<file path="src/rtl/morse_codec.sv">
`default_nettype none
// ============================================================================
// Module  : morse_codec
// Brief   : Element-level Morse engine: decodes a timed key line into dot/dash
//           patterns (mode=0) or keys out patterns from a handshake (mode=1).
//           Optional word-gap support is enabled by defining MORSE_WORD_GAP_EN.
// Rev     : 1.0  initial release
// ============================================================================
module morse_codec #(
    parameter int UNIT_CYCLES = 5_000_000,
    parameter int MAX_LEN     = 5
) (
    input  logic               clk,
    input  logic               rst,
    input  logic               mode,
    input  logic               key_in,
    input  logic [MAX_LEN-1:0] in_bits,
    input  logic [2:0]         in_len,
    input  logic               in_valid,
    output logic               in_ready,
    output logic               key_out,
    output logic [MAX_LEN-1:0] out_bits,
    output logic [2:0]         out_len,
    output logic               out_valid,
    input  logic               out_ready,
    output logic               err,
    output logic               busy
);
    localparam int c_cnt_w = $clog2(5 * UNIT_CYCLES + 1);
    localparam logic [c_cnt_w-1:0] c_one      = c_cnt_w'(1);
    localparam logic [c_cnt_w-1:0] c_sat      = c_cnt_w'(5 * UNIT_CYCLES);
    // The entry edge already sampled the first level, so cnt lags the run by one.
    localparam logic [c_cnt_w-1:0] c_dash_min = c_cnt_w'(2 * UNIT_CYCLES - 1);
    localparam logic [c_cnt_w-1:0] c_char_gap = c_cnt_w'(2 * UNIT_CYCLES - 2);
`ifdef MORSE_WORD_GAP_EN
    localparam logic [c_cnt_w-1:0] c_word_gap = c_cnt_w'(5 * UNIT_CYCLES - 2);
`endif
    localparam logic [c_cnt_w-1:0] c_1u_end   = c_cnt_w'(UNIT_CYCLES - 1);
    localparam logic [c_cnt_w-1:0] c_3u_end   = c_cnt_w'(3 * UNIT_CYCLES - 1);
    localparam logic [c_cnt_w-1:0] c_4u_end   = c_cnt_w'(4 * UNIT_CYCLES - 1);
    localparam logic [2:0]         c_max_len  = 3'(MAX_LEN);

    typedef enum logic [2:0] {
        S_IDLE    = 3'd0,
        S_D_MARK  = 3'd1,
        S_D_SPACE = 3'd2,
        S_E_MARK  = 3'd3,
        S_E_SPACE = 3'd4,
        S_E_GAP   = 3'd5
    } state_t;

    state_t               state_q, state_d;
    logic [c_cnt_w-1:0]   cnt_q, cnt_d;
    logic [2:0]           idx_q, idx_d;
    logic [MAX_LEN-1:0]   bits_q, bits_d;
    logic [2:0]           len_q, len_d;
    logic                 discard_q, discard_d;
    logic                 key_out_q, key_out_d;
    logic [MAX_LEN-1:0]   out_bits_q, out_bits_d;
    logic [2:0]           out_len_q, out_len_d;
    logic                 out_valid_q, out_valid_d;
    logic                 in_ready_q, in_ready_d;
    logic                 err_q, err_d;
    logic                 busy_q, busy_d;

    logic [c_cnt_w-1:0]   w_cnt_inc;
    logic                 w_last;
    logic                 w_cur_dash;
    logic                 w_emit;
    logic [MAX_LEN-1:0]   w_emit_bits;
    logic [2:0]           w_emit_len;

    assign w_cnt_inc = (cnt_q == c_sat) ? cnt_q : cnt_q + c_one;
    assign w_last    = ((idx_q + 3'd1) == len_q);

    always_comb begin
        state_d     = state_q;
        cnt_d       = cnt_q;
        idx_d       = idx_q;
        bits_d      = bits_q;
        len_d       = len_q;
        discard_d   = discard_q;
        key_out_d   = key_out_q;
        out_bits_d  = out_bits_q;
        out_len_d   = out_len_q;
        out_valid_d = out_valid_q;
        err_d       = 1'b0;
        w_emit      = 1'b0;
        w_emit_bits = '0;
        w_emit_len  = '0;
        w_cur_dash  = 1'b0;
        for (int i = 0; i < MAX_LEN; i++) begin
            if (idx_q == 3'(i)) w_cur_dash = bits_q[i];
        end

        case (state_q)
            S_IDLE: begin
                if (in_ready_q && in_valid) begin
                    if (in_len > c_max_len) begin
                        err_d = 1'b1;
                    end else if (in_len == 3'd0) begin
`ifdef MORSE_WORD_GAP_EN
                        state_d = S_E_GAP;
                        cnt_d   = '0;
`else
                        err_d   = 1'b1;
`endif
                    end else begin
                        state_d   = S_E_MARK;
                        cnt_d     = '0;
                        idx_d     = '0;
                        bits_d    = in_bits;
                        len_d     = in_len;
                        key_out_d = 1'b1;
                    end
                end else if (!mode && key_in) begin
                    state_d   = S_D_MARK;
                    cnt_d     = '0;
                    bits_d    = '0;
                    len_d     = '0;
                    discard_d = 1'b0;
                end
            end
            S_D_MARK: begin
                if (key_in) begin
                    cnt_d = w_cnt_inc;
                end else begin
                    state_d = S_D_SPACE;
                    cnt_d   = '0;
                    if (!discard_q) begin
                        if (len_q == c_max_len) begin
                            err_d     = 1'b1;
                            discard_d = 1'b1;
                        end else begin
                            for (int i = 0; i < MAX_LEN; i++) begin
                                if (len_q == 3'(i)) bits_d[i] = (cnt_q >= c_dash_min);
                            end
                            len_d = len_q + 3'd1;
                        end
                    end
                end
            end
            S_D_SPACE: begin
                if (key_in) begin
                    state_d = S_D_MARK;
                    cnt_d   = '0;
                end else begin
                    cnt_d = w_cnt_inc;
                    if (cnt_q == c_char_gap) begin
                        w_emit      = !discard_q;
                        w_emit_bits = bits_q;
                        w_emit_len  = len_q;
                        bits_d      = '0;
                        len_d       = '0;
                        discard_d   = 1'b0;
`ifndef MORSE_WORD_GAP_EN
                        state_d     = S_IDLE;
                        cnt_d       = '0;
`endif
                    end
`ifdef MORSE_WORD_GAP_EN
                    if (cnt_q == c_word_gap) begin
                        w_emit  = 1'b1;
                        state_d = S_IDLE;
                        cnt_d   = '0;
                    end
`endif
                end
            end
            S_E_MARK: begin
                cnt_d = w_cnt_inc;
                if (cnt_q == (w_cur_dash ? c_3u_end : c_1u_end)) begin
                    state_d   = S_E_SPACE;
                    cnt_d     = '0;
                    key_out_d = 1'b0;
                end
            end
            S_E_SPACE: begin
                cnt_d = w_cnt_inc;
                if (cnt_q == (w_last ? c_3u_end : c_1u_end)) begin
                    cnt_d = '0;
                    if (w_last) begin
                        state_d = S_IDLE;
                        bits_d  = '0;
                        len_d   = '0;
                    end else begin
                        state_d   = S_E_MARK;
                        idx_d     = idx_q + 3'd1;
                        key_out_d = 1'b1;
                    end
                end
            end
            S_E_GAP: begin
                cnt_d = w_cnt_inc;
                if (cnt_q == c_4u_end) begin
                    state_d = S_IDLE;
                    cnt_d   = '0;
                end
            end
            default: begin
                state_d = S_IDLE;
                cnt_d   = '0;
            end
        endcase

        // A same-cycle accept frees the slot, so a new item only drops when still blocked.
        if (out_valid_q && out_ready) out_valid_d = 1'b0;
        if (w_emit) begin
            if (out_valid_q && !out_ready) begin
                err_d = 1'b1;
            end else begin
                out_bits_d  = w_emit_bits;
                out_len_d   = w_emit_len;
                out_valid_d = 1'b1;
            end
        end

        in_ready_d = mode && (state_d == S_IDLE);
        busy_d     = (state_d != S_IDLE);
    end

    always_ff @(posedge clk or posedge rst) begin
        if (rst) begin
            state_q     <= S_IDLE;
            cnt_q       <= '0;
            idx_q       <= '0;
            bits_q      <= '0;
            len_q       <= '0;
            discard_q   <= 1'b0;
            key_out_q   <= 1'b0;
            out_bits_q  <= '0;
            out_len_q   <= '0;
            out_valid_q <= 1'b0;
            in_ready_q  <= 1'b0;
            err_q       <= 1'b0;
            busy_q      <= 1'b0;
        end else begin
            state_q     <= state_d;
            cnt_q       <= cnt_d;
            idx_q       <= idx_d;
            bits_q      <= bits_d;
            len_q       <= len_d;
            discard_q   <= discard_d;
            key_out_q   <= key_out_d;
            out_bits_q  <= out_bits_d;
            out_len_q   <= out_len_d;
            out_valid_q <= out_valid_d;
            in_ready_q  <= in_ready_d;
            err_q       <= err_d;
            busy_q      <= busy_d;
        end
    end

    assign in_ready  = in_ready_q;
    assign key_out   = key_out_q;
    assign out_bits  = out_bits_q;
    assign out_len   = out_len_q;
    assign out_valid = out_valid_q;
    assign err       = err_q;
    assign busy      = busy_q;

endmodule
`default_nettype wire

</file>
<file path="config.mk">
export PLATFORM = sky130hd
export DESIGN_NAME = morse_codec
export DESIGN_NICKNAME = d
export VERILOG_FILES = /design/src/rtl/morse_codec.sv
export SDC_FILE = /design/constraint.sdc
export NUM_CORES = 1
export LEC_CHECK = 0
export CORE_MARGIN = 2
export CORE_UTILIZATION = 54
export DETAILED_ROUTE_END_ITERATION = 6
export PLACE_DENSITY = 0.71
export REMOVE_ABC_BUFFERS = 1
export SLEW_MARGIN = 25
export SYNTH_ARGS = -nofsm -noshare
export SYNTH_HDL_FRONTEND = slang
export SYNTH_SLANG_ARGS = --single-unit
</file>
<file path="constraint.sdc">
create_clock -name clk -period 5.2 [get_ports clk]
set_input_delay 1.04 -clock clk [delete_from_list [all_inputs] [get_ports clk]]
set_output_delay 1.04 -clock clk [all_outputs]
set_load 0.01 [all_outputs]
</file>
==> flow_summary.json <==
{
  "drt_wl_total_um": 8830,
  "overflow": 0,
  "drt_first_iter_violations": 178,
  "clk_pin_slew_ns": 0.09,
  "worstMarginPinSlew_ns": 0.973,
  "grt_pass1_vias": 3144,
  "fin_setup_tns_ns": 0,
  "synth_seq_area_share_pct": 37.5,
  "fin_nets": 462,
  "critical_path_class": "input pin to flop",
  "switchingPower_uw": 250,
  "status": "completed",
  "fillers": 578,
  "vias": 3200,
  "hold_viol": 0,
  "path_max_fanout": 18,
  "clock_latency_ns": 0.31,
  "synth-edff-count": 0,
  "power_frac_clock_pct": 32.5,
  "dr.pass1.iters": 5,
  "cts.path.max_buffers": 2,
  "io_pins": 27,
  "antenna_left": 0,
  "timing.slew.headroom_pct": 34.8,
  "grt_pass1_wl_um": 15200,
  "p_sw_share_pct": 27.8,
  "p_leak_uw": 0.00165,
  "max_freq_mhz": 295,
  "hold_path.class": "flop to flop",
  "finalCritPeriodShare_pct": 65.2,
  "htreeDepth": 2,
  "synth_area_um2": 3530,
  "ys_ff_latch": 53,
  "cts_sinks": 53,
  "viasPerCell": 6.24,
  "power.share.sequential_pct": 55.9,
  "power_density_nw_per_um2": 230,
  "gp_congestion": 0.924,
  "cp-end-kind": "flop",
  "drv_cap": 0,
  "critPathLaunchType": "input pin",
  "io_buffers": 26,
  "combPwrFrac_pct": 11.7,
  "core-area_um2": 6350,
  "antenna_cells": 0,
  "grt_use_total_pct": 25.6,
  "drive_gt1_share_pct": 4.36,
  "wire_per_inst_um": 17.2,
  "ctsHoldBuffers": 0,
  "cts_resized": 0,
  "rows": 29,
  "critPathMaxStageDelay_ns": 0.58,
  "dp_hpwl_um": 6390,
  "cts-root-buf": "clkbuf_8",
  "drv_slew": 0,
  "drc": 0,
  "grt_setup_unrepaired": "no",
  "ys_types": 58,
  "required_ns": 5.40,
  "crit_slowest_cell": "nor4_4",
  "fin_hold_ws_ns": 0.483,
  "dieWidth_um": 84.9,
  "dieHeight_um": 84.9,
  "numCtsBuffers": 5,
  "synthToLayoutAreaGrowth_pct": 10.8,
  "initial_core_util_pct": 55.7,
  "finalSetupViolCount": 0,
  "p_int_uw": 650,
  "finClkSkew_ns": 0.00822,
  "synthFlopType": "dfrtp_1",
  "antenna_found_initial": 0,
  "worstPathArrival_ns": 3.60,
  "yosys_warnings": 0,
  "async_flop_share_pct": 100,
  "synth_cells": 424,
  "crit_path_cell_trace": "clkdlybuf4s50_1 -> nor3_1 -> a21oi_1 -> nand3_1 -> and3_1 -> nor4_4 -> o21ai_0 -> mux2_2",
  "fp.dieArea_um2": 7210,
  "syn-mean-instance-area_um2": 8.34,
  "grt_max_degree": 54,
  "cts_tree": "built",
  "power.ir.vdd_worst_v": 0.000288,
  "layout_min_cycle_time_ns": 3.39,
  "post-cts-setup-buffer-count": 0
}
[critical path: cells and delay by family]
| family | cells | cell delay [ns] |
|---|---|---|
| AO/OA/AOI/OAI | 2 | 0.44 |
| buffers and inverters | 1 | 0.52 |
| multiplexers | 1 | 0.30 |
| AND/OR/NAND/NOR | 4 | 1.30 |
[through the flow]
step	area (um^2)	util (%)	worst slack (ns)	power [uW]	cells
3_5_place_dp	3800	59.8	1.59	614	505
2_1_floorplan	3430	-	2.01	566	400
6_report	3920	61.7	1.81	900	513
3_3_place_gp	3800	59.8	1.62	607	505
5_1_grt	3920	61.7	1.69	946	513
4_1_cts	3920	61.7	1.91	907	513
[synthesized netlist by cell type, drive strengths merged (2+ instances only)]
cell      n  area, um^2
a2111oi   2        17.5
a211o     4        35.0
a211oi    2        20.0
a21o      9        67.6
a21oi    21         105
a22o      4        35.0
a41oi     2        17.5
and2      2        12.5
and3      8        50.1
and4      6        52.6
and4b     2        20.0
buf       6        40.0
clkbuf   18        67.6
dfrtp    53        1330
ha       13         163
inv      21        78.8
mux2      6        67.6
mux2i     2        20.0
nand2    59         221
nand2b    4        25.0
nand3    23         115
nand4    11        68.8
nand4b    2        17.5
nor2     22        82.6
nor3     18        90.1
nor3b     6        45.0
nor4      8        65.1
nor4b     5        43.8
nor4bb    3        30.0
o211ai    2        15.0
o21ai    38         190
o31a      2        17.5
o31ai     4        30.0
or3      10        62.6
or4       3        22.5
xnor2     5        43.8
xor2      3        26.3
[path summary, 6_finish.rpt]
kind	startpoint	end	slack, ns	cells past startpoint
setup / recovery	in_len[2]	bits_q[3]	1.81	8
hold / removal	out_bits[0]	out_bits[0]	0.48	2
setup reg to reg	idx_q[0]	cnt_q[7]	1.91	9
hold reg to reg	out_bits[0]	out_bits[0]	0.48	2
max in group asynchronous	rst	cnt_q[8]	3.52	3
min in group asynchronous	rst	out_bits[0]	1.22	3
[power by group through the flow]
stage	registers [uW]	clock network [uW]	logic [uW]
2_1_floorplan	490	0	75.3
3_3_place_gp	507	0	100
3_5_place_dp	509	0	105
4_1_cts	501	301	106
5_1_grt	512	315	119
6_report	503	292	105
[cells in the final DEF, fill, tap and decap left out, types with 5 or more instances in the layout]
cell type and instances:
nor4_1 7, inv_1 20, or3_1 10, nand4_1 11, o21ai_0 37, and3_1 8
nand2_1 59, clkdlybuf4s50_1 26, xnor2_1 5, nor3b_1 6, nor4b_1 5, nand3_1 23
a21oi_1 21, a21o_1 9, nor3_1 18, mux2_2 6, and4_1 6, dfrtp_1 53
clkbuf_8 6, nor2_1 22, ha_1 13
[logic make-up (layout without fill, tap and decap cells)]
group / Yosys count / after routing / synth area share [%]
muxes: 8 / 8 / 2.48
xor gates and xnor gates: 8 / 8 / 1.98
AOI/OAI and AO/OA: 100 / 100 / 18.0
and+or+nand+nor: 197 / 197 / 30.2
adders and majority gates: 13 / 13 / 4.60
DFF: 53 / 53 / 37.5
buffers and inverters: 45 / 57 / 5.27
[registers in the layout, summed over array words and instances, names as in the netlist]
register / flops
discard_q: 1
cnt_q: 25
bits_q: 5
len_q: 3
in_ready: 1
out_bits: 5
out_valid: 1
err: 1
state_q: 3
idx_q: 3
busy: 1
key_out: 1
out_len: 3
[final cells by class]
class	instances	area [um^2]	area share, %
multi-input cells	326	2020	51.6
inverters	21	78.8	2.01
clock buffers	7	86.3	2.21
clock inverters	1	30.0	0.767
well taps	77	96.3	2.46
repair buffers	28	275	7.03
flip-flops and latches	53	1330	33.9
[per-layer routing]
| metal | track usage [%] | part of all wire (%) | up-vias |
|---|---|---|---|
| met5 | 0 | 0 | - |
| met2 | 43.4 | 49 | 92 |
| met1 | 34.4 | 45 | 1519 |
| li1 | - | - | 1575 |
| met4 | 7.07 | 1.5 | 0 |
| met3 | 3.89 | 4.2 | 14 |
Power figures use the tool's default switching activity.
